`config.mk`:
```
export PLATFORM = sky130hd
export DESIGN_NAME = am9513_bus_master
export DESIGN_NICKNAME = d
export VERILOG_FILES = /design/src/rtl/am9513_bus_master.sv
export SDC_FILE = /design/constraint.sdc
export NUM_CORES = 1
export LEC_CHECK = 0
export BUFFER_PORTS_ARGS = -buffer_cell sky130_fd_sc_hd__buf_2
export CAP_MARGIN = 20
export CORE_ASPECT_RATIO = 1.5
export CORE_MARGIN = 2
export CORE_UTILIZATION = 35
export CTS_CLUSTER_DIAMETER = 50
export DETAILED_ROUTE_END_ITERATION = 7
export PLACE_DENSITY = 0.69
export SYNTH_ARGS = -nofsm -noshare
export SYNTH_HDL_FRONTEND = slang
export SYNTH_SLANG_ARGS = --single-unit
```
`constraint.sdc`:
```
create_clock -name clk -period 3.3 [get_ports clk]
set_input_delay 0.66 -clock clk [delete_from_list [all_inputs] [get_ports clk]]
set_output_delay 0.66 -clock clk [all_outputs]
set_load 0.03 [all_outputs]
```
`src/rtl/am9513_bus_master.sv`:
```
// am9513_bus_master: host-side bus initiator for the Am9513 timer chip.
// Turns single-word command/data read/write requests into CS_n/CD_n/RD_n/WR_n
// cycles (SETUP, STROBE, RECOVER clocks each) and captures read data.
// Optional macro AM9513_INIT_EN adds a power-up sequencer that programs and
// arms counter 1 with INIT_LOAD before the engine accepts requests.
// Ports:
//   clk, reset_n            clock, async active-low reset
//   req, rw, cd, wdata      request (rw 1=read, cd 1=command/status)
//   ready, done, rdata      idle/accepting, completion pulse, read word
//   init_done               power-up sequence finished (tied 1 without option)
//   cs_n, cd_n, rd_n, wr_n  chip control pins
//   d_out, d_oe, d_in       chip data bus (external tristate)
module am9513_bus_master #(
   parameter int unsigned SETUP   = 1,
   parameter int unsigned STROBE  = 3,
   parameter int unsigned RECOVER = 2
`ifdef AM9513_INIT_EN
   , parameter logic [15:0] INIT_LOAD = 16'd1000
`endif
) (
   input  logic        clk,
   input  logic        reset_n,
   input  logic        req,
   input  logic        rw,
   input  logic        cd,
   input  logic [15:0] wdata,
   output logic        ready,
   output logic        done,
   output logic [15:0] rdata,
   output logic        init_done,
   output logic        cs_n,
   output logic        cd_n,
   output logic        rd_n,
   output logic        wr_n,
   output logic [15:0] d_out,
   output logic        d_oe,
   input  logic [15:0] d_in
);

   localparam int unsigned CW = 8;

   typedef enum logic [1:0] {ST_IDLE, ST_SETUP, ST_STROBE, ST_RECOVER} state_t;

   state_t        state;
   logic [CW-1:0] cnt;
   logic          rw_q;

`ifdef AM9513_INIT_EN
   localparam logic [2:0] INIT_LAST = 3'd5;

   logic [2:0]  init_idx;
   logic [15:0] init_word_c;
   logic        init_cd_c;

   // Fixed programming words for counter 1: reset, point at load reg, load, arm.
   always_comb begin
      init_word_c = 16'h0000;
      init_cd_c   = 1'b1;
      case (init_idx)
         3'd0:    init_word_c = 16'h00FF;
         3'd1:    init_word_c = 16'h0009;
         3'd2:    begin init_word_c = {8'h00, INIT_LOAD[7:0]};  init_cd_c = 1'b0; end
         3'd3:    begin init_word_c = {8'h00, INIT_LOAD[15:8]}; init_cd_c = 1'b0; end
         3'd4:    init_word_c = 16'h0061;
         default: init_word_c = 16'h0000;
      endcase
   end
`else
   assign init_done = 1'b1;
`endif

   // Bus sequencer; every pin is registered from the state being entered.
   always_ff @(posedge clk or negedge reset_n) begin
      if (!reset_n) begin
         state <= ST_IDLE;
         cnt   <= '0;
         rw_q  <= 1'b0;
         cs_n  <= 1'b1;
         cd_n  <= 1'b1;
         rd_n  <= 1'b1;
         wr_n  <= 1'b1;
         d_oe  <= 1'b0;
         d_out <= '0;
         rdata <= '0;
         done  <= 1'b0;
`ifdef AM9513_INIT_EN
         ready     <= 1'b0;
         init_done <= 1'b0;
         init_idx  <= '0;
`else
         ready <= 1'b1;
`endif
      end else begin
         done <= 1'b0;
         case (state)
            ST_IDLE: begin
`ifdef AM9513_INIT_EN
               if (!init_done) begin
                  rw_q     <= 1'b0;
                  cs_n     <= 1'b0;
                  cd_n     <= init_cd_c;
                  d_oe     <= 1'b1;
                  d_out    <= init_word_c;
                  init_idx <= init_idx + 3'd1;
                  state    <= ST_SETUP;
                  cnt      <= CW'(SETUP - 1);
               end else
`endif
               if (req && ready) begin
                  rw_q  <= rw;
                  cs_n  <= 1'b0;
                  cd_n  <= cd;
                  d_oe  <= ~rw;
                  d_out <= wdata;
                  ready <= 1'b0;
                  state <= ST_SETUP;
                  cnt   <= CW'(SETUP - 1);
               end
            end
            ST_SETUP: begin
               if (cnt == '0) begin
                  rd_n  <= ~rw_q;
                  wr_n  <= rw_q;
                  state <= ST_STROBE;
                  cnt   <= CW'(STROBE - 1);
               end else begin
                  cnt <= cnt - CW'(1);
               end
            end
            ST_STROBE: begin
               if (cnt == '0) begin
                  rd_n  <= 1'b1;
                  wr_n  <= 1'b1;
                  if (rw_q) rdata <= d_in;
                  state <= ST_RECOVER;
                  cnt   <= CW'(RECOVER - 1);
               end else begin
                  cnt <= cnt - CW'(1);
               end
            end
            ST_RECOVER: begin
               // First recover cycle keeps CS/CD/data for hold time, then release.
               cs_n <= 1'b1;
               cd_n <= 1'b1;
               d_oe <= 1'b0;
               if (cnt == '0) begin
                  state <= ST_IDLE;
`ifdef AM9513_INIT_EN
                  done  <= init_done;
                  ready <= init_done | (init_idx == INIT_LAST);
                  if (init_idx == INIT_LAST) init_done <= 1'b1;
`else
                  done  <= 1'b1;
                  ready <= 1'b1;
`endif
               end else begin
                  cnt <= cnt - CW'(1);
               end
            end
            default: state <= ST_IDLE;
         endcase
      end
   end

endmodule

```
# Yosys cells after proc, flatten, opt, wreduce, memory -nomap -nowiden

Cells that the tools add are included.

Output and inout port bits: 40
Bits in registers: 50

Add/subtract/negate cells: 1
Eq/ne operators: 8
Bitwise logic cells: 2
Reductions and logical operators: 12
Multiplexer cells: 24

Operators with widths:

| cell                | number |
|---|---|
| $mux 8              | 4 |
| $pmux 8 s4          | 1 |
| $pmux 1 s2          | 6 |
| $ne 2x2->1 const B  | 5 |
| $reduce_and 3->1    | 3 |
| $logic_not 8->1     | 1 |
| $mux 1              | 8 |
| $mux 2              | 4 |
| $pmux 2 s4          | 1 |
| $sub 8x1->8 const B | 1 |
| $reduce_and 2->1    | 3 |
| $eq 2x2->1 const B  | 2 |
| $reduce_and 4->1    | 1 |
| $reduce_bool 2->1   | 2 |
| $eq 2x1->1 const B  | 1 |
| $logic_not 2->1     | 1 |
| $not 1->1           | 2 |
| $logic_and 1x1->1   | 1 |

# Longest topological paths before layout

Gate-level depths: netlist of run 1.

Depth after elaboration: 3
Gate-level depth with buffers: 9
Depth with buffers taken out: 6

# Worst setup path after synthesis of run 1

Ideal clock, no wire load.

Path type: register to register
Start point: register cnt[0]
End point: register rdata[0]
Clock period less this slack: 2.111 ns
Stages on the path, launching flop included: 10
Required time: 3.175 ns
Arrival time: 1.986 ns
Setup slack: 1.189 ns
Buffers on the path: 3
Cells stage by stage: dfrtp_1 > inv_1 > ha_1 > nor3b_1 > and2_1 > buf_6 > and3_4 > buf_8 > buf_12 > mux2_4

Longest elaborated chain between the ends: 2

Ends and longest elaborated chain:

| item                              | RTL line | text |
|---|---|---|
| start, declared                   | 45       | `logic [CW-1:0] cnt;` |
| start signal, assigned            | 117      | `cnt <= CW'(SETUP - 1);` |
| start signal, assigned            | 125      | `cnt <= CW'(STROBE - 1);` |
| start signal, assigned            | 127      | `cnt <= cnt - CW'(1);` |
| $logic_not 8->1                   | 131      | `if (cnt == '0) begin` |
| $reduce_and 3->1 (no source line) | -        |  |
| end signal, assigned              | 134      | `if (rw_q) rdata <= d_in;` |
| end, declared                     | 29       | `output logic [15:0] rdata,` |

Every way passes these cells.
A chain may end at the register's enable or synchronous reset.

# Final worst setup path of run 1

Start point: register cnt[0]
End point: register rdata[15]

Same word-level chain as after synthesis.

==> results of run 1 <==
## synthesized netlist by cell type, drive strengths merged (2+ instances only)
cell	count
nand3	3
a21oi	5
nand2	9
mux2	34
inv	8
o21ai	6
buf	4
nor3	3
a21boi	2
nor2	10
or3	4
o22a	2
o21a	3
xnor2	3
clkbuf	5
ha	6
dfstp	5
dfrtp	45
a211oi	5
a31oi	3
## sequential cells by signal (all words and copies together), names as in the netlist, 2 cells and up
| name | count |
|---|---|
| d_out | 16 |
| rdata | 16 |
| cnt | 8 |
| state | 2 |
## worst paths after layout
| check | startpoint | to | slack [ns] | cells after the start |
|---|---|---|---|---|
| setup / recovery | cnt[0]$_DFFE_PN0P_ | rdata[15]$_DFFE_PN0P_ | 0.89 | 6 |
| max in group asynchronous | reset_n | cs_n$_DFFE_PN1P_ | 2.51 | 2 |
| setup reg to reg | cnt[0]$_DFFE_PN0P_ | rdata[15]$_DFFE_PN0P_ | 0.89 | 6 |
| hold / removal | reset_n | d_out[13]$_DFFE_PN0P_ | 0.23 | 1 |
| hold reg to reg | cs_n$_DFFE_PN1P_ | cs_n$_DFFE_PN1P_ | 0.49 | 2 |
| min in group clk | cs_n$_DFFE_PN1P_ | cs_n$_DFFE_PN1P_ | 0.49 | 2 |
## placed cells by master, fill, tap and decap left out, types with 2 or more instances in the layout
| cell | n |
|---|---|
| a211oi_1 | 5 |
| a21oi_1 | 5 |
| a31oi_1 | 3 |
| buf_2 | 75 |
| clkbuf_8 | 5 |
| dfrtp_1 | 45 |
| dfstp_2 | 5 |
| ha_1 | 6 |
| inv_1 | 8 |
| mux2_2 | 24 |
| mux2_4 | 10 |
| nand2_1 | 9 |
| nand3_1 | 3 |
| nor2_1 | 10 |
| nor3_1 | 3 |
| o21a_1 | 3 |
| o21ai_0 | 6 |
| o22a_2 | 2 |
| or3_1 | 4 |
| xnor2_1 | 3 |
## worst max-delay path, delay by kind of cell (launching register included)
family / cells / cell delay [ns]
buffers and inverters: 1 / 0.09
DFF: 1 / 0.41
muxes: 1 / 0.37
adders and majority gates: 1 / 0.15
and+or+nand+nor: 3 / 1.26
## logic make-up after synthesis
family / count (synthesis) / synth area share [%]
xor gates and xnor gates: 3 / 1.12
buffers and inverters: 17 / 4.81
muxes: 35 / 18.4
DFF: 50 / 53.7
AOI/OAI and AO/OA: 32 / 9.46
adders and majority gates: 6 / 3.21
and+or+nand+nor: 38 / 9.19
other: 1 / 0.160
## routing by layer
| layer | part of all wire, % | GRT usage [%] | vias up |
|---|---|---|---|
| met5 | 0 | 0 | - |
| met4 | 2.1 | 5.93 | 0 |
| met3 | 4.8 | 2.42 | 8 |
| met2 | 51 | 23.1 | 52 |
| met1 | 42 | 16.1 | 803 |
| li1 | - | - | 792 |
## where the power goes
| group | leakage (uW) | switching, uW | internal, uW |
|---|---|---|---|
| registers | 0.000660 | 0 | 612 |
| clock network | 0.0000554 | 204 | 228 |
| logic | 0.000810 | 18.7 | 17.6 |
## through the flow
stage / instance area [um^2] / instances / util (%) / power, uW
5_1_grt: 2870 / 334 / 44.2 / 1120
3_5_place_dp: 2740 / 325 / 42.2 / 659
3_3_place_gp: 2740 / 325 / 42.2 / 659
6_report: 2870 / 334 / 44.2 / 1080
4_1_cts: 2850 / 333 / 43.9 / 1100
2_1_floorplan: 2340 / 182 / - / 628
## cell type report
type                       instances  area [um^2]
fill                             630         3620
sequential                        50         1260
multi-input combinational        115          972
timing repair buffer              77          403
tap                               76         95.1
clock buffer                       6         72.6
clock inverter                     2         38.8
inverter                           8         30.0
==> results.tsv, run 1 <==
metric	value	unit
vias in the first global route	1677	
Synth cell types	43	
Hold-fix buffers, CTS	0	
Max FO, Critical Path	16	
post-route clock period utilization	73.0	%
Longest Clk Path Bufs	2	
relative slew slack	58.5	%
die outline height	104	um
Die ar.	7380	um^2
clock root buffer master	clkbuf_8	
Final Setup Violations	0	
ys flop type	dfrtp_1	
Synth top area share	48.1	%
FP Rows	36	
core area	6490	um^2
Mapped Area	2340	um^2
largest net degree at the start of global routing	51	
Cells after Synth	182	
Worst-path clk slew	0.09	ns
diodes inserted	0	
Sink Count	50	
CP Capture Type	register	
GRT Total Usage	13.4	%
synth top area cells	dfrtp_1, mux2_2, mux2_4, dfstp_2, ha_1	
Final Slew Violations	0	
#FFs+latches synth	50	
pre-CTS setup slack	0.938	ns
EDFF count, synth	0	
ys async rst share	100	%
WL/cell	14.3	um
IO Count	77	
Area growth syn-to-layout	22.5	%
port buffer count	75	
worst-skew pair later-pin latency	0.31	ns
Final Skew	0.0125	ns
Post-Syn Area per Cell	12.9	um^2
vias	1655	
Hold WC Path Type	in2async	
hpwl dp	3.41	mm
PwrDens	376	nW/um^2
Hold Slack	0.229	ns
post-CTS setup buffers	0	
CP peak stage delay	0.43	ns
RSZ-0062 raised after global routing	false	
chip width	70.8	um
layout cells sized above 1	50.4	%
Critical Path RT	3.49	ns
Max-Cap Viols	0	
Worst Setup Start Kind	register	
DR pass1 iterations	4	
Num CTS Buffers	5	
critical path's slowest cell	and3_4	
status	finished, final reports clean	
fin crit period	2.41	ns
cts repair resizes	0	
ANT nets after route	0	
vias per inst	4.96	
global-route wire length before repair	8.00	mm
RePlAce Congestion	0.792	
YS warnings	0	
final hold viol count	0	
setup TNS	0	ns
final worst slack	0.891	ns
TritonCTS clock tree	built	
critical path class	reg2reg	
Nets	300	
crit-path cells	inv_1 > ha_1 > nor3b_1 > and2_1 > and3_4 > mux2_2	
Synthesized Nets	225	
leading area contributor after synthesis	dfrtp_1	
Leakage	0.00153	uW
worst vdd ir	165	uV
initial drt markers	63	
H-tree depth	2	
Data arrival, critical path	2.60	ns
Detailed Route WL	4.76	mm
number of remaining DRC errors	0	
FMAX	415	MHz
Congestion Overflow GR	0	
Initial Util	36.1	%
register area share after synthesis	53.7	%
slew at the pin closest to its max-slew limit	0.615	ns
initial antenna violation count	0	
Power figures use the tool's default switching activity.
==> inputs of run 2 (changes only) <==
==> constraint.sdc (replaced) <==
create_clock -name clk -period 2.5 [get_ports clk]
set_input_delay 0.5 -clock clk [delete_from_list [all_inputs] [get_ports clk]]
set_output_delay 0.5 -clock clk [all_outputs]
set_load 0.03 [all_outputs]
==> run 2 against run 1 <==
Against the previous run: sequential share of layout area up 0.23 points; cell area fell by 0.52%; core utilization decreased by 0.23 points; global-route usage grew 0.48 points; via count up 2.1%; wire length grew 0.25%; worst setup slack worse by 0.40 ns; cell count is 0.90% higher; non-clock buffer count up 3.
==> results.tsv, run 2 (synthesis gave the netlist of run 1 again) <==
metric	value	unit	change
Fill cells	620		was 630
Nets	303		was 300
Combinational Power Share	3.5	%	was 3.4%
RSZ-0062 raised after global routing	false		unchanged
largest net degree at the start of global routing	51		unchanged
final hold viol count	0		unchanged
vias in the first global route	1783		was 1677
final worst slack	0.493	ns	was 0.891 ns
largest registers	d_out x16, rdata x16, cnt x8		unchanged
CP Capture Type	register		unchanged
Finished Layout Cells	337		was 334
FP Rows	36		unchanged
Worst Setup Start Kind	register		unchanged
PwrDens	463	nW/um^2	was 376 nW/um^2
DR pass1 iterations	4		unchanged
final instance area	2850	um^2	was 2870 um^2
status	finished, final reports clean		unchanged
Hold Slack	0.287	ns	was 0.229 ns
cell count after placement	329		was 325
Hold WC Path Type	in2async		unchanged
Max FO, Critical Path	16		unchanged
number of remaining DRC errors	0		unchanged
Area growth syn-to-layout	21.8	%	was 22.5%
Critical Path RT	2.69	ns	was 3.49 ns
Congestion Overflow GR	0		unchanged
pre-CTS setup slack	0.488	ns	was 0.938 ns
critical path class	reg2reg		unchanged
Hold-fix buffers, CTS	0		unchanged
ANT nets after route	0		unchanged
FMAX	498	MHz	was 415 MHz
reg2reg start	cnt[0]$_DFFE_PN0P_		unchanged
RePlAce Congestion	0.798		was 0.792
worst vdd ir	222	uV	was 165 uV
vias per inst	5.01		was 4.96
vias	1689		was 1655
Worst Setup EP	rdata[1]$_DFFE_PN0P_		was rdata[15]$_DFFE_PN0P_
Leakage	0.00153	uW	about the same
Int Pwr	1030	uW	was 858 uW
slew at the pin closest to its max-slew limit	0.618	ns	was 0.615 ns
switch share	22.2	%	was 20.6%
Die ar.	7380	um^2	unchanged
initial antenna violation count	0		unchanged
highest-count cells in the layout ignoring fill and taps	buf_2, dfrtp_1, mux2_2		unchanged
port buffer count	75		unchanged
sequential power share	61.2	%	was 56.7%
post-route clock period utilization	80.3	%	was 73.0%
Final Skew	0.00885	ns	was 0.0125 ns
IO Count	77		unchanged
relative slew slack	58.8	%	was 58.5%
clock root buffer master	clkbuf_8		unchanged
global-route wire length before repair	8.23	mm	was 8.00 mm
Sink Count	50		unchanged
WL/cell	14.2	um	was 14.3 um
post-CTS setup buffers	0		unchanged
Detailed Route WL	4.78	mm	was 4.76 mm
clock share of power	35.2	%	was 39.9%
TritonCTS clock tree	built		unchanged
chip width	70.8	um	unchanged
commonest non-fill, non-tap cell in the layout	buf_2		unchanged
diodes inserted	0		unchanged
Data arrival, critical path	2.20	ns	was 2.60 ns
Reg-to-Reg End	rdata[1]$_DFFE_PN0P_		was rdata[15]$_DFFE_PN0P_
Register-to-Register Setup Slack	0.49	ns	was 0.89 ns
layout cells sized above 1	51.0	%	was 50.4%
P_sw	293	uW	was 222 uW
cts repair resizes	0		unchanged
core area	6490	um^2	unchanged
hpwl dp	3.53	mm	was 3.41 mm
die outline height	104	um	unchanged
fin crit period	2.01	ns	was 2.41 ns
worst-skew pair later-pin latency	0.31	ns	about the same
GRT Total Usage	13.9	%	was 13.4%
Worst Setup SP	cnt[0]$_DFFE_PN0P_		unchanged
H-tree depth	2		unchanged
Worst-path clk slew	0.09	ns	about the same
Final Slew Violations	0		unchanged
Longest Clk Path Bufs	2		unchanged
Num CTS Buffers	5		unchanged
setup TNS	0	ns	unchanged
initial drt markers	94		was 63
Initial Util	36.1	%	unchanged
Max-Cap Viols	0		unchanged
placed inst area	2770	um^2	was 2740 um^2
Reg2Reg Depth	7		was 6
Final Setup Violations	0		unchanged
run 2: routing by layer:
metal	GRT usage, %	wire length (um)
met2	23.8	2430
met1	16.1	1980
met3	2.71	219
met5	0	0
met4	7.28	143
run 2: final cells by class:
| cell class | instances | area, um^2 | area share [%] |
|---|---|---|---|
| Sequential cell | 50 | 1260 | 44.1 |
| Multi-Input combinational cell | 115 | 972 | 34.1 |
| Timing Repair Buffer | 80 | 413 | 14.5 |
| Tap cell | 76 | 95.1 | 3.33 |
| Clock buffer | 6 | 72.6 | 2.54 |
| Inverter | 8 | 30.0 | 1.05 |
| Clock inverter | 2 | 13.8 | 0.482 |
run 2: worst min-delay path by stage:
stage / from / endpoint / slack, ns / depth (start not counted)
final: reset_n / cnt[7]$_DFFE_PN0P_ / 0.29 / 2
after floorplan: reset_n / cnt[0]$_DFFE_PN0P_ / 0.20 / 0
after global routing: reset_n / d_out[4]$_DFFE_PN0P_ / 0.35 / 2
after CTS: reset_n / d_out[13]$_DFFE_PN0P_ / 0.32 / 2
after detailed placement: rdata[8]$_DFFE_PN0P_ / rdata[8]$_DFFE_PN0P_ / 0.49 / 1
after global placement: d_out[7]$_DFFE_PN0P_ / d_out[7]$_DFFE_PN0P_ / 0.48 / 1
run 2: per-stage QoR:
step	total power [uW]	utilization (%)
final	1320	44.0
after global routing	1370	44.0
after CTS	1340	44.0
after detailed placement	873	42.7
after global placement	872	42.7
after floorplan	828	-
run 2: power groups by stage:
stage	sequential, uW	clock [uW]	combinational [uW]
floorplan	824	0	3.97
global placement	824	0	47.7
detailed placement	824	0	48.9
CTS	808	482	49.1
global route	809	511	53.5
finish	808	465	46.6
run 2: critical path, stage by stage, from the launching register on:
cell and delay (ns):
dfrtp_1 0.41, inv_1 0.09, ha_1 0.16, nor3b_1 0.17, buf_4 0.16, and2_1 0.15
and3_4 0.37, mux2_2 0.38
